**src/rtl/wave_gen_pkg.sv**
```systemverilog
// Shared types for the phase-accumulator waveform source.
// Widths here fix the cfg bundle layout used by wave_gen.
package wave_gen_pkg;

    localparam int WG_WIDTH   = 16;
    localparam int WG_PHASE_W = 32;

    typedef enum logic [1:0] {
        IDLE,
        RUN,
        STOP
    } state_e;

    typedef enum logic {
        MODE_SQUARE,
        MODE_TRIANGLE
    } mode_e;

    typedef struct packed {
        logic [WG_PHASE_W-1:0] freq;
        logic [WG_WIDTH-2:0]   amp;
        mode_e                 mode;
    } cfg_t;

endpackage

```
**src/rtl/wave_gen_shaper.sv**
```systemverilog
// Phase-to-sample shaper: square always, triangle only with WAVEGEN_TRIANGLE_EN.
module wave_gen_shaper
    import wave_gen_pkg::*;
#(
    parameter int WIDTH = WG_WIDTH
) (
    input  logic                    msb_i,
    input  logic [WIDTH-2:0]        amp_i,
`ifdef WAVEGEN_TRIANGLE_EN
    input  logic [WIDTH-1:0]        ramp_i,
    input  mode_e                   mode_i,
`endif
    output logic signed [WIDTH-1:0] sample_o
);

    logic signed [WIDTH-1:0] pos;

    assign pos = $signed({1'b0, amp_i});

`ifdef WAVEGEN_TRIANGLE_EN
    localparam logic [WIDTH-1:0] BIAS = {1'b1, {(WIDTH-1){1'b0}}};

    logic [WIDTH-1:0] fold;

    // Second half of the phase cycle mirrors the ramp downwards.
    assign fold = msb_i ? ~ramp_i : ramp_i;
`endif

    always_comb begin
        sample_o = msb_i ? -pos : pos;
`ifdef WAVEGEN_TRIANGLE_EN
        if (mode_i == MODE_TRIANGLE) begin
            sample_o = $signed(fold - BIAS);
        end
`endif
    end

endmodule

```
**src/rtl/wave_gen.sv**
```systemverilog
// Phase-accumulator waveform source with valid/ready output and rising-zero sync.
// Triangle mode is built only when WAVEGEN_TRIANGLE_EN is defined.
module wave_gen
    import wave_gen_pkg::*;
#(
    parameter int WIDTH   = WG_WIDTH,
    parameter int PHASE_W = WG_PHASE_W
) (
    input  logic                    clk,
    input  logic                    rst,
    input  logic                    enable,
    input  logic                    cfg_valid,
    output logic                    cfg_ready,
    input  logic [PHASE_W-1:0]      cfg_freq,
    input  logic [WIDTH-2:0]        cfg_amp,
    input  logic                    cfg_mode,
    output logic signed [WIDTH-1:0] dac_data,
    output logic                    dac_valid,
    input  logic                    dac_ready,
    output logic                    sync
);

    if (WIDTH != WG_WIDTH || PHASE_W != WG_PHASE_W || PHASE_W < WIDTH + 1) begin : g_bad_width
        $error("wave_gen: WIDTH/PHASE_W must match wave_gen_pkg");
    end

    state_e                  state_q, state_d;
    cfg_t                    cfg_q, cfg_d;
    cfg_t                    pend_q, pend_d;
    cfg_t                    cfg_new;
    logic                    pend_vld_q, pend_vld_d;
    logic [PHASE_W-1:0]      phase_q, phase_d;
    logic [PHASE_W-1:0]      phase_add;
    logic                    carry;
    logic signed [WIDTH-1:0] data_q, data_d;
    logic signed [WIDTH-1:0] sample;
    logic                    valid_q, valid_d;
    logic                    sync_q, sync_d;
    logic                    hs;
    logic                    cfg_acc;
    logic                    use_pend;
    logic                    shp_msb;
    logic [WIDTH-2:0]        shp_amp;

    assign hs        = valid_q && dac_ready;
    assign {carry, phase_add} = {1'b0, phase_q} + {1'b0, cfg_q.freq};
    assign cfg_ready = (state_q == IDLE) || !pend_vld_q;
    assign cfg_acc   = cfg_valid && cfg_ready;
    // Pending config switches in only where the accumulator wraps.
    assign use_pend  = hs && carry && pend_vld_q;
    assign shp_msb   = hs ? phase_add[PHASE_W-1] : phase_q[PHASE_W-1];
    assign shp_amp   = use_pend ? pend_q.amp : cfg_q.amp;

`ifdef WAVEGEN_TRIANGLE_EN
    logic [WIDTH-1:0] shp_ramp;
    mode_e            shp_mode;

    assign shp_ramp = hs ? phase_add[PHASE_W-2 -: WIDTH]
                         : phase_q[PHASE_W-2 -: WIDTH];
    assign shp_mode = use_pend ? pend_q.mode : cfg_q.mode;
    assign cfg_new  = '{freq: cfg_freq, amp: cfg_amp, mode: mode_e'(cfg_mode)};
`else
    logic unused_mode;

    assign cfg_new     = '{freq: cfg_freq, amp: cfg_amp, mode: MODE_SQUARE};
    assign unused_mode = cfg_mode ^ logic'(cfg_q.mode) ^ logic'(pend_q.mode);
`endif

    wave_gen_shaper #(
        .WIDTH(WIDTH)
    ) u_shaper (
        .msb_i   (shp_msb),
        .amp_i   (shp_amp),
`ifdef WAVEGEN_TRIANGLE_EN
        .ramp_i  (shp_ramp),
        .mode_i  (shp_mode),
`endif
        .sample_o(sample)
    );

    always_comb begin
        state_d    = state_q;
        phase_d    = phase_q;
        cfg_d      = cfg_q;
        pend_d     = pend_q;
        pend_vld_d = pend_vld_q;
        data_d     = data_q;
        valid_d    = valid_q;
        sync_d     = 1'b0;
        unique case (state_q)
            IDLE: begin
                phase_d = '0;
                if (cfg_acc) cfg_d = cfg_new;
                if (enable) state_d = RUN;
            end
            RUN: begin
                if (cfg_acc) begin
                    pend_d     = cfg_new;
                    pend_vld_d = 1'b1;
                end
                if (!enable) state_d = STOP;
                if (!valid_q) begin
                    valid_d = 1'b1;
                    data_d  = sample;
                end else if (hs) begin
                    phase_d = phase_add;
                    data_d  = sample;
                    sync_d  = data_q[WIDTH-1] && !sample[WIDTH-1];
                    if (use_pend) begin
                        cfg_d      = pend_q;
                        pend_vld_d = 1'b0;
                    end
                end
            end
            STOP: begin
                if (!valid_q || hs) begin
                    state_d    = IDLE;
                    phase_d    = '0;
                    valid_d    = 1'b0;
                    data_d     = '0;
                    pend_vld_d = 1'b0;
                    if (cfg_acc) cfg_d = cfg_new;
                    else if (pend_vld_q) cfg_d = pend_q;
                end else if (cfg_acc) begin
                    pend_d     = cfg_new;
                    pend_vld_d = 1'b1;
                end
            end
            default: state_d = IDLE;
        endcase
    end

    always_ff @(posedge clk or posedge rst) begin
        if (rst) begin
            state_q    <= IDLE;
            phase_q    <= '0;
            cfg_q      <= '0;
            pend_q     <= '0;
            pend_vld_q <= 1'b0;
            data_q     <= '0;
            valid_q    <= 1'b0;
            sync_q     <= 1'b0;
        end else begin
            state_q    <= state_d;
            phase_q    <= phase_d;
            cfg_q      <= cfg_d;
            pend_q     <= pend_d;
            pend_vld_q <= pend_vld_d;
            data_q     <= data_d;
            valid_q    <= valid_d;
            sync_q     <= sync_d;
        end
    end

    assign dac_data  = data_q;
    assign dac_valid = valid_q;
    assign sync      = sync_q;

endmodule

```
**config.mk**
```make
export PLATFORM = sky130hd
export DESIGN_NAME = wave_gen
export DESIGN_NICKNAME = d
export VERILOG_FILES = /design/src/rtl/wave_gen_pkg.sv /design/src/rtl/wave_gen_shaper.sv /design/src/rtl/wave_gen.sv
export SDC_FILE = /design/constraint.sdc
export NUM_CORES = 1
export LEC_CHECK = 0
export BUFFER_PORTS_ARGS = -buffer_cell sky130_fd_sc_hd__buf_2
export CORE_MARGIN = 10
export CORE_UTILIZATION = 30
export CTS_CLUSTER_DIAMETER = 150
export DETAILED_ROUTE_END_ITERATION = 6
export GPL_TIMING_DRIVEN = 0
export PLACE_DENSITY = 0.56
export SLEW_MARGIN = 40
export SYNTH_ARGS = -nofsm -noshare
export SYNTH_HDL_FRONTEND = slang
export SYNTH_HIERARCHICAL = 1
export SYNTH_SLANG_ARGS = --single-unit
export TNS_END_PERCENT = 20
```
**constraint.sdc**
```tcl
create_clock -name clk -period 4.3 [get_ports clk]
set_clock_uncertainty 0.2 [all_clocks]
set_input_delay 0.43 -clock clk [delete_from_list [all_inputs] [get_ports clk]]
set_output_delay 0.43 -clock clk [all_outputs]
set_load 0.05 [all_outputs]
```
# After elaboration in Yosys (flattened, before gate mapping)
# Cells that the tools add are included.
# word_totals
ff_bits	148
latchBits	0
ram_bits	0
romBits	0
inputBits	53
output_inout_bits	19
wordCells	81
n_memories	0
# op_classes
add_sub_neg	2
mul	0
div	0
n_lt_le_gt_ge	0
n_eq_ne	12
n_shift	0
n_mux	37
bitwise_logic	0
reduce_logical	19
# ops
op	n
$mux 48	9
$pmux 48 s3	1
$mux 32	3
$pmux 32 s3	1
$pmux 48 s2	1
$mux 16	4
$add 32x32->33	1
$pmux 16 s2	1
$ne 2x2->1 const B	8
$neg 15->16	1
$mux 15	1
$mux 1	10
$reduce_and 7->1	1
$mux 2	3
$ne 3x3->1 const B	2
$pmux 2 s3	1
$reduce_and 3->1	2
$logic_and 1x1->1	5
$pmux 1 s2	2
$reduce_and 2->1	2
$reduce_and 4->1	1
$logic_not 1->1	3
$reduce_bool 3->1	1
$eq 2x1->1 const B	1
4 further kinds	5

# Longest topological paths before layout
# logic_depth
ltp_word	11
mapped_depth	16
ltp_nobuf	16

# Hierarchy
# Netlist, hierarchy kept.
# by_module_without_submodules
module	instances	cells_each	area_each_um2	seq_area_each_um2
wave_gen	1	727	8029.0	3678.5
wave_gen_shaper	1	48	347.8	0.0

# Worst setup path before layout
# OpenSTA, ideal clock, no wires.
# synth_timing
kind	flip-flop to flip-flop
start	reg cfg_q[16] in the netlist's numbering
end	reg data_q[13], in the netlist dac_data[13]
setup_ns	0.121
t_arrival_ns	4.085
required_ns	3.979
slack_ns	-0.106
stages_incl_launch_ff	17
path_buffers	1
synth_period_minus_slack_ns	4.406
path_cell_list	dfrtp_1 ha_1 inv_1 fa_1 and2b_1 o2111ai_1 a21oi_2 o211ai_2 a211oi_2 a211oi_2 nor2_2 buf_2 mux2_2 or4_4 o41ai_2 xnor2_1 a22o_1
# synth_via
elab_chain_cells	9
word_cells_on_any_way	10
classes_between	add/sub: 2; mux: 6; reduce/logical: 2
# synth_lines
element	line_no	source
start, declared	wave_gen.sv:28	cfg_t cfg_q, cfg_d;
start signal, assigned	wave_gen.sv:146	cfg_q <= cfg_d;
$add 32x32->33 *	wave_gen.sv:46	assign {carry, phase_add} = {1'b0, phase_q} + {1'b0, cfg_q.freq};
$logic_and 1x1->1 * (2 in a row)	wave_gen.sv:50	assign use_pend = hs && carry && pend_vld_q;
$mux 15 *	wave_gen.sv:52	assign shp_amp = use_pend ? pend_q.amp : cfg_q.amp;
net shp_amp[5]	wave_gen.sv:43	logic [WIDTH-2:0] shp_amp;
$neg 15->16 *	wave_gen_shaper.sv:30	sample_o = msb_i ? -pos : pos;
$mux 16 *	wave_gen_shaper.sv:30	
net sample[13]	wave_gen.sv:36	logic signed [WIDTH-1:0] sample;
$mux 16	wave_gen.sv:105	end else if (hs) begin
$mux 16 *	wave_gen.sv:102	if (!valid_q) begin
$pmux 16 s2 *	wave_gen.sv:90	unique case (state_q)
end signal, assigned	wave_gen.sv:149	data_q <= data_d;
end, declared	wave_gen.sv:35	logic signed [WIDTH-1:0] data_q, data_d;
# Mark *: on every way through the listed nets, which the timed path passes. The rest lies on a longest branch. The select of a mux whose other input is x is not followed.
# A chain may end at the register's enable or synchronous reset.

# Worst setup path after layout
# layout_timing
start	reg phase_q[0]
end	reg data_q[13], in the netlist dac_data[13]
# layout_via
elab_chain_cells	9
word_cells_on_any_way	10
classes_between	add/sub: 2; mux: 6; reduce/logical: 2
# layout_lines
element	line_no	source
start, declared	wave_gen.sv:32	logic [PHASE_W-1:0] phase_q, phase_d;
start signal, assigned	wave_gen.sv:145	phase_q <= phase_d;
$add 32x32->33 *	wave_gen.sv:46	
$logic_and 1x1->1 * (2 in a row)	wave_gen.sv:50	
$mux 15 *	wave_gen.sv:52	
net shp_amp[4]	wave_gen.sv:43	
$neg 15->16 *	wave_gen_shaper.sv:30	
$mux 16 *	wave_gen_shaper.sv:30	
net sample[13]	wave_gen.sv:36	
$mux 16	wave_gen.sv:105	
$mux 16 *	wave_gen.sv:102	
$pmux 16 s2 *	wave_gen.sv:90	
# Marks and branches as above.

==> impl_metrics.tcl <==
set metrics [dict create \
    status "finished with violations" \
    grtUsageMet3_pct 3.486 \
    drtIter0Drc 305 \
    syn-num-nets 865 \
    yosysSeqAreaShare_pct 43.91 \
    grt-busiest-layer "met2" \
    cpMaxStageDelayCell "or4_4" \
    gr-total-overflow 0 \
    finalPower_mw 8.584 \
    avgSynthCellArea_um2 10.81 \
    path_class "flop to flop" \
    ios 72 \
    syn_area_um2 8377 \
    max_freq_ghz 0.2272 \
    synth_flop_cell "dfrtp_1" \
    grt_pass1_wl_mm 35.09 \
    p_sw_share_pct 42.38 \
    clk_latency_ns 0.43 \
    final_layout_size_suffix_gt1_share_pct 27.11 \
    die_w_um 187.1 \
    synth_cells 775 \
    path_clk_slew_ns 0.06 \
    drt-total-wl_mm 21.50 \
    maxCapViolCount 0 \
    grtUsageTotal_pct 12.28 \
    firstDrtPassIters 4 \
    regArea_um2 3679 \
    async_flop_share_pct 100.0 \
    setup_tns_ns -0.3805 \
    synth_edf_count 0 \
    yosys-top-cells-area "dfrtp_1, mux2_2, a22o_1" \
    row_count 61 \
    area_delta_synth_final_pct 22.42 \
    hold_path.class "input pin to flop" \
    rsz0062_at_grt "true" \
    crit_arrival_ns 4.51 \
    fin_crit_ns 4.401 \
    violations "negative setup slack" \
    seqPwrFrac_pct 28.2 \
    initial_core_util_pct 30.24 \
    setup_slack_ns -0.1010 \
    num-nets-final 977 \
    grt_pass1_vias 6560 \
    grt_util_met2_pct 20.06 \
    drv_slew 0 \
    num_vias 6458 \
    crit_chain "ha_4 -> inv_2 -> fa_2 -> and2b_1 -> o2111ai_2 -> a21oi_2 -> o211ai_2 -> a211oi_4 -> a211oi_4 -> nor2_4 -> buf_6 -> mux2_4 -> or4_4 -> o41ai_4 -> xnor2_1 -> a22o_1" \
    cts_buffer_depth 2 \
    yosysUniqueCellTypes 63 \
    drcViolationCount 0 \
    dieHeight_um 187.1 \
    max_stage_delay_ns 0.60 \
    clkPwrFrac_pct 17.2 \
    fp.coreArea_um2 27710 \
    grt_max_degree 25 \
    use_met1_pct 15.49 \
    root_buffer "clkbuf_16" \
    p_sw_mw 3.638 \
    p_leak_nw 4.598 \
    io_buffers 70 \
    yosys_warnings 6 \
    dp_hpwl_mm 15.86 \
    required_ns 4.41 \
    ys_seq_elements 147 \
    hold_violations 0 \
    pwr-share-comb_pct 54.6 \
    clock_sinks 147 \
    timing.final.crit_share_pct 102.3 \
    place_congestion 0.8367 \
    timing.slew.headroom_pct 44.26 \
    cts_tree "built" \
    setup_viol 6 \
    cp-end-kind "flop" \
    r2r_slack_ns -0.10 \
    cpMostUsedCell "a211oi_4" \
    crit_fanout 6 \
    startpoint_type "flop" \
    multi_input_area_um2 4598 \
    irDropWorstVdd_mv 0.4184 \
    nFillCells 2734 \
    yosys.area.top_type_share_pct 43.91 \
    final_cell_mix "dfrtp_1, mux2_2, buf_2, a22o_1, nand2_1" \
    die-area_um2 35010 \
    tightest_slew_ns 0.8254 \
    cts_buffers 17 \
    final_common_cell "dfrtp_1" \
    wire_per_inst_um 16.81 \
    antenna_found_initial 3 \
    avgViaCountPerCell 5.049 \
    p_int_mw 4.947 \
    cts_htree_levels 4 \
    powerDensity_nw_per_um2 837.1 \
    drtAntennaViolNets 0 \
    synth_largest_area_cell "dfrtp_1" \
]
==> critical path: cells and delay by family, from the launching register on <==
kind | cells | cell delay [ns]
muxes | 1 | 0.35
DFF | 1 | 0.39
buffers and inverters | 2 | 0.19
xor gates and xnor gates | 1 | 0.09
AOI/OAI and AO/OA | 7 | 1.54
adders and majority gates | 2 | 0.49
and+or+nand+nor | 3 | 1.01
==> stage by stage <==
stage	setup WS (ns)	utilization, %	instance area [um2]	hold slack [ns]	cells
final	-0.1010	37.01	10250	0.04823	1279
after global routing	-0.2891	37.00	10250	0.03536	1278
after detailed placement	-1.041	33.73	9345	0.2755	1229
after CTS	-0.1483	36.71	10170	0.02906	1273
after floorplan	-0.1056	-	8381	0.2538	775
after global placement	-1.033	33.22	9204	0.2644	1223
==> power groups by stage <==
stage / clock, mW / combinational, mW / sequential (mW)
after global placement: 0 / 4.41 / 2.42
after detailed placement: 0 / 4.49 / 2.44
after floorplan: 0 / 3.29 / 2.52
after CTS: 1.52 / 4.66 / 2.42
final: 1.47 / 4.69 / 2.42
after global routing: 1.58 / 5.19 / 2.51
==> registers in the layout (all words and copies together) (netlist names) <==
name        cells
state_q         2
sync            1
dac_data       16
phase_q        32
dac_valid       1
pend_vld_q      1
pend_q         47
cfg_q          47
==> timing repair <==
action | in CTS | in global routing
setup buffers | 11 | 5
pin swaps | 11 | 8
hold buffers | 1 | 0
endpoints found under the setup margin | 15 | 15
endpoints found under the hold margin | 16 | 0
resized for setup | 32 | 10
==> worst paths after layout <==
kind | endpoint | from | depth (start not counted)
max in group asynchronous | cfg_q[32] | rst | 5
min reg2reg | phase_q[18] | phase_q[18] | 2
max reg2reg | dac_data[13] | phase_q[0] | 16
max | dac_data[13] | phase_q[0] | 16
min | pend_q[1] | cfg_amp[0] | 2
min in group asynchronous | pend_q[3] | rst | 3
==> cell families after synthesis <==
group | synth area share (%)
AOI/OAI and AO/OA | 20.15
xor gates and xnor gates | 3.764
adders and majority gates | 5.616
buffers and inverters | 3.331
DFF | 43.91
muxes | 14.76
and+or+nand+nor | 8.469
==> final cells by class <==
type / instances / area share (%)
clock inverters: 12 / 1.306
plain buffers: 44 / 2.257
multi-input cells: 567 / 44.84
clock buffers: 20 / 4.356
inverters: 17 / 0.6589
well taps: 378 / 4.612
flip-flops and latches: 147 / 35.87
repair buffers: 93 / 6.076
diodes: 1 / 0.02440
==> cells in the mapped netlist, types with 3 or more instances <==
library cell  instances
nor2b_1               6
nand4_1               5
nor2_1               17
buf_8                 3
o21bai_1              3
nand2b_1              8
nor3_1               11
a31oi_1               6
a21oi_1              43
inv_1                17
nor4_1                6
or3_1                 4
nor3b_1               4
dfrtp_1             147
a41oi_1               4
ha_1                 36
xor2_1               18
clkbuf_1             35
o31ai_1               5
nand2_1              60
a22o_1               65
mux2_2               79
o21a_1                3
a211oi_2              3
o21ai_0              56
and2_1                3
a21o_1               15
mux2_1               29
and3_1                5
xnor2_1              18
o211ai_1              7
a211oi_1              4
nand3_1               7
==> metal layers <==
layer | routed length [um] | part of all wire [%]
met1 | 10040 | 47
met2 | 10190 | 47
met3 | 979 | 4.6
met4 | 277 | 1.3
met5 | 15 | 0.070
Note: power is estimated with default switching activity, not from simulation.
